**src/rtl/alu_pkg.sv**
```systemverilog
// Shared opcode, ALU select and sequencer state definitions for the accumulator sequencer.
// Opcodes 000-100 double as the ALU select encoding.
package alu_pkg;

    typedef enum logic [2:0] {
        OP_ADD  = 3'b000,
        OP_SUB  = 3'b001,
        OP_MUL  = 3'b010,
        OP_DIV  = 3'b011,
        OP_MOD  = 3'b100,
        OP_LOAD = 3'b101,
        OP_READ = 3'b110,
        OP_CLR  = 3'b111
    } op_e;

    localparam logic [2:0] SEL_PASS = 3'b111;

    typedef enum logic [1:0] {
        IDLE = 2'd0,
        EXEC = 2'd1,
        RESP = 2'd2
    } state_e;

    function automatic logic is_arith(input op_e op);
        return (op == OP_ADD) || (op == OP_SUB) || (op == OP_MUL) ||
               (op == OP_DIV) || (op == OP_MOD);
    endfunction

    function automatic logic is_divide(input op_e op);
        return (op == OP_DIV) || (op == OP_MOD);
    endfunction

endpackage

```
**src/rtl/alu_acc_seq.sv**
```systemverilog
// Accumulator sequencer feeding an external combinational ALU: one command per handshake,
// ALU result written back to the accumulator, registered response with zero/error flags.
//
// state | meaning
// IDLE  | in_ready=1, waiting for a command; captures op/operand on handshake
// EXEC  | one cycle, ALU driven with acc/operand, accumulator and flags updated
// RESP  | out_valid=1, response held stable until out_ready
module alu_acc_seq
    import alu_pkg::*;
#(
    parameter int WIDTH = 8
) (
    input  logic             clk,
    input  logic             rst,
    input  logic             in_valid,
    output logic             in_ready,
    input  logic [2:0]       in_op,
    input  logic [WIDTH-1:0] in_operand,
    output logic [2:0]       alu_sel,
    output logic [WIDTH-1:0] alu_a,
    output logic [WIDTH-1:0] alu_b,
    input  logic [WIDTH-1:0] alu_c,
    input  logic             alu_z,
    output logic             out_valid,
    input  logic             out_ready,
    output logic [WIDTH-1:0] out_result,
    output logic             out_zero,
    output logic             out_err,
    output logic             err_sticky
);

    state_e           state_q, state_d;
    op_e              op_q, op_d;
    logic [WIDTH-1:0] operand_q, operand_d;
    logic [WIDTH-1:0] acc_q, acc_d;
    logic             zero_q, zero_d;
    logic             err_q, err_d;
    logic             sticky_q, sticky_d;
    logic             out_valid_q, out_valid_d;
    logic [2:0]       alu_sel_q, alu_sel_d;

    always_comb begin
        state_d     = state_q;
        op_d        = op_q;
        operand_d   = operand_q;
        acc_d       = acc_q;
        zero_d      = zero_q;
        err_d       = err_q;
        sticky_d    = sticky_q;
        out_valid_d = out_valid_q;
        alu_sel_d   = alu_sel_q;

        unique case (state_q)
            IDLE: begin
                if (in_valid) begin
                    op_d      = op_e'(in_op);
                    operand_d = in_operand;
                    // Select is registered so the ALU sees the opcode exactly during EXEC.
                    alu_sel_d = is_arith(op_e'(in_op)) ? in_op : SEL_PASS;
                    state_d   = EXEC;
                end
            end
            EXEC: begin
                alu_sel_d   = SEL_PASS;
                out_valid_d = 1'b1;
                err_d       = 1'b0;
                state_d     = RESP;
                if (is_arith(op_q)) begin
                    if (is_divide(op_q) && (operand_q == '0)) begin
                        err_d    = 1'b1;
                        sticky_d = 1'b1;
                        zero_d   = (acc_q == '0);
                    end else begin
                        acc_d  = alu_c;
                        zero_d = alu_z;
                    end
                end else begin
                    unique case (op_q)
                        OP_LOAD: begin
                            acc_d  = operand_q;
                            zero_d = (operand_q == '0);
                        end
                        OP_CLR: begin
                            acc_d    = '0;
                            zero_d   = 1'b1;
                            sticky_d = 1'b0;
                        end
                        default: zero_d = (acc_q == '0);
                    endcase
                end
            end
            RESP: begin
                if (out_ready) begin
                    out_valid_d = 1'b0;
                    state_d     = IDLE;
                end
            end
            default: begin
                out_valid_d = 1'b0;
                alu_sel_d   = SEL_PASS;
                state_d     = IDLE;
            end
        endcase
    end

    always_ff @(posedge clk or posedge rst) begin
        if (rst) begin
            state_q     <= IDLE;
            op_q        <= OP_ADD;
            operand_q   <= '0;
            acc_q       <= '0;
            zero_q      <= 1'b0;
            err_q       <= 1'b0;
            sticky_q    <= 1'b0;
            out_valid_q <= 1'b0;
            alu_sel_q   <= SEL_PASS;
        end else begin
            state_q     <= state_d;
            op_q        <= op_d;
            operand_q   <= operand_d;
            acc_q       <= acc_d;
            zero_q      <= zero_d;
            err_q       <= err_d;
            sticky_q    <= sticky_d;
            out_valid_q <= out_valid_d;
            alu_sel_q   <= alu_sel_d;
        end
    end

    assign in_ready   = (state_q == IDLE);
    assign alu_sel    = alu_sel_q;
    assign alu_a      = acc_q;
    assign alu_b      = operand_q;
    assign out_valid  = out_valid_q;
    assign out_result = acc_q;
    assign out_zero   = zero_q;
    assign out_err    = err_q;
    assign err_sticky = sticky_q;

endmodule

```
**config.mk**
```make
export PLATFORM = sky130hd
export DESIGN_NAME = alu_acc_seq
export DESIGN_NICKNAME = d
export VERILOG_FILES = /design/src/rtl/alu_pkg.sv /design/src/rtl/alu_acc_seq.sv
export SDC_FILE = /design/constraint.sdc
export NUM_CORES = 1
export LEC_CHECK = 0
export ABC_AREA = 1
export BUFFER_PORTS_ARGS = -buffer_cell sky130_fd_sc_hd__buf_4
export CORE_MARGIN = 1.5
export CORE_UTILIZATION = 42
export CTS_CLUSTER_DIAMETER = 120
export DETAILED_ROUTE_END_ITERATION = 8
export GPL_TIMING_DRIVEN = 1
export PLACE_DENSITY = 0.72
export SLEW_MARGIN = 5
export SYNTH_ARGS = -nofsm -noshare
export SYNTH_HDL_FRONTEND = slang
export SYNTH_SLANG_ARGS = --single-unit
```
**constraint.sdc**
```tcl
create_clock -name clk -period 1.25 [get_ports clk]
set_input_delay 0.1875 -clock clk [delete_from_list [all_inputs] [get_ports clk]]
set_output_delay 0.1875 -clock clk [all_outputs]
set_load 0.005 [all_outputs]
```
==> flow_summary.yaml <==
status:
  status: "complete, but fails checks"
  failed_checks: "negative setup slack"
synthesis:
  syn_area_per_cell_sq_um: 8.152
  yosysMostFrequentCell: "nand2_1"
  synth_top_area_cell: "dfrtp_1"
  synth_cells: 167
  synth_enable_flop_cells: 0
  synthArstFlopShare_pct: 100.0
  synth_ff_type: "dfrtp_1"
  ys_ff_latch: 28
  synth_nets: 191
  synth_top_area_share_pct: 45.96
  syn-cell-area_sq_mm: 0.001361
  ys_seq_area_share_pct: 51.75
  synth.top_cells.by_area: "dfrtp_1 46%, nand2_1 9.1%, nor2_1 8.5%"
  yosysWarnings: 0
  synth_cell_types: 17
  synth_common_cells: "33 x nand2_1, 31 x nor2_1, 25 x dfrtp_1"
layout:
  fin_nets: 268
  fin_util_pct: 68.01
  drive_gt1_share_pct: 47.33
  fin_cells: 287
  syn2layout_area_growth_pct: 53.77
  antennaDiodeCount: 0
sta:
  finalClockSkew_ps: 3.866
  min_period_over_period_pct: 104.5
  whs_ps: 64.00
  hold_violations: 0
  relSlewSlack_pct: 76.49
  min_period_ps: 1307
  totalNegativeSetupSlack_ps: -167.4
  final_max_slew_viol_count: 0
  setup_ws_ps: -56.84
  worst_pin_slew_ps: 352.7
  clock.fmax_mhz: 765.2
  setup_violations: 12
  rsz0062_at_grt: "yes"
power_and_ir_drop:
  total_power_mw: 4.991
  power_density_mw_per_mm2: 2384
  ir_worst_vdd_uv: 1091
  cellLeakagePower_nw: 1.095
setup_path:
  r2r_slack_ps: -20
  r2r_cells: 8
  endpoint_kind: "primary output"
  critPathRequiredTime_ps: 1060
  critPathLaunch: "state_q[1]$_DFFE_PP0P_"
  worstPathArrival_ps: 1120
  r2r-end: "out_zero$_DFFE_PP0P_"
  r2r-start: "alu_b[7]$_DFFE_PP0P_"
  crit_fanout: 2
  start_kind: "flip-flop"
  path_class: "flip-flop to primary output"
  crit_end: "in_ready"
detailed_routing:
  drcViolationCount: 0
  ant_nets: 0
  first_pass_iters: 4
  routedWlPerCell_um: 11.92
  first_iter_violations: 41
  via_per_inst: 4.571
  drt_wl_total_um: 3421
  vias: 1312
run:
  drv_cap: 0
place:
  hpwlAfterDp_um: 2366
  place_inst: 270
  port_buffers: 55
  gp_congestion: 0.7825
clocking:
  clk_path_buf_depth: 2
  h-tree-depth: 1
  clk_latency_ps: 320
  numCtsBuffers: 3
  cts.reportedPaths.clkPinSlew_ps: 140
  clock_sinks: 28
  cts_tree: "done"
  cts_root_buffer: "clkbuf_4"
grt:
  grt_pass1_wl_um: 5361
  grt_max_degree: 29
  grt_pass1_vias: 1239
  grt.overflow.total: 0
  antenna_found_initial: 0
  gr-usage-all-layers_pct: 19.66
worst_hold_path:
  min_path_type: "primary input to flip-flop"
floorplan:
  die_area_sq_mm: 0.003592
  io_pins: 56
  dieWidth_um: 59.93
  start_util_pct: 44.23
  die_h_um: 59.93
  rows: 20
  core_area_sq_mm: 0.003078
logic make-up after synthesis:
| group | count (synthesis) | share of synthesized area, % |
|---|---|---|
| AND/OR/NAND/NOR | 72 | 22.15 |
| AO/OA/AOI/OAI | 35 | 14.25 |
| buffers and inverters | 32 | 11.86 |
| flip-flops | 28 | 51.75 |
flip-flops by register name, indices dropped and copies added, names as in the netlist:
signal and count:
alu_a 8, alu_b 8, alu_sel 3, err_sticky 1, op_q 3, out_err 1, out_valid 1, out_zero 1
state_q 2
repair_timing:
action,in CTS,in global routing
gates resized for setup,8,27
endpoints found under the hold margin,25,0
setup buffers,6,4
endpoints found under the setup margin,11,23
pin swaps,2,8
hold buffers,1,0
cloned,0,2
where the power goes:
| group | internal [mW] | switching [mW] |
|---|---|---|
| combinational | 1.55 | 1.40 |
| clock | 0.125 | 0.257 |
| sequential | 1.33 | 0.337 |
| total | 3.00 | 2.00 |
area by class of cell:
cell class / instances / area [sq um]
clock buffers: 4 / 26.28
flip-flops and latches: 28 / 705.7
multi-input cells: 108 / 588.1
fillers: 280 / 984.7
well taps: 44 / 55.05
inverters: 22 / 87.58
repair buffers: 80 / 625.6
repair inverters: 1 / 5.005
layout by cell type, fill, tap and decap left out, types with 6 or more instances in the layout:
cell / n
a21oi_1: 11
buf_4: 73
buf_6: 6
dfrtp_1: 24
inv_1: 18
nand2_1: 25
nand2_2: 7
nor2_1: 24
o21ai_0: 11
o21ai_1: 7
how the worst min path moves through the flow:
stage / from / to / cells past startpoint
finish: in_operand[0] / alu_b[0]$_DFFE_PP0P_ / 3
global route: in_operand[5] / alu_b[5]$_DFFE_PP0P_ / 3
CTS: in_operand[0] / alu_b[0]$_DFFE_PP0P_ / 3
detailed placement: rst / state_q[0]$_DFFE_PP0P_ / 3
global placement: rst / alu_b[2]$_DFFE_PP0P_ / 3
floorplan: rst / alu_a[0]$_DFFE_PP0P_ / 1
metrics by stage:
step           cell area [sq um]  setup slack (ps)
3_5_place_dp                1856            -39.95
3_3_place_gp                1856            -20.19
6_report                    2093            -56.84
4_1_cts                     1963            -42.00
5_1_grt                     2093            -126.2
2_1_floorplan               1361             17.28
layer usage:
layer | global-route usage, % | routed length [um] | vias to the layer above
met2 | 33.39 | 1712 | 35
met1 | 26.56 | 1562 | 600
met5 | 0 | 0 | -
met3 | 2.165 | 135 | 2
li1 | - | - | 675
met4 | 5.397 | 11 | 0
critical path: stages, from the launching register on:
cell,delay [ps]
dfrtp_1,430
nor2_2,150
buf_4,140
buf_6,80
Power figures use the tool's default switching activity.
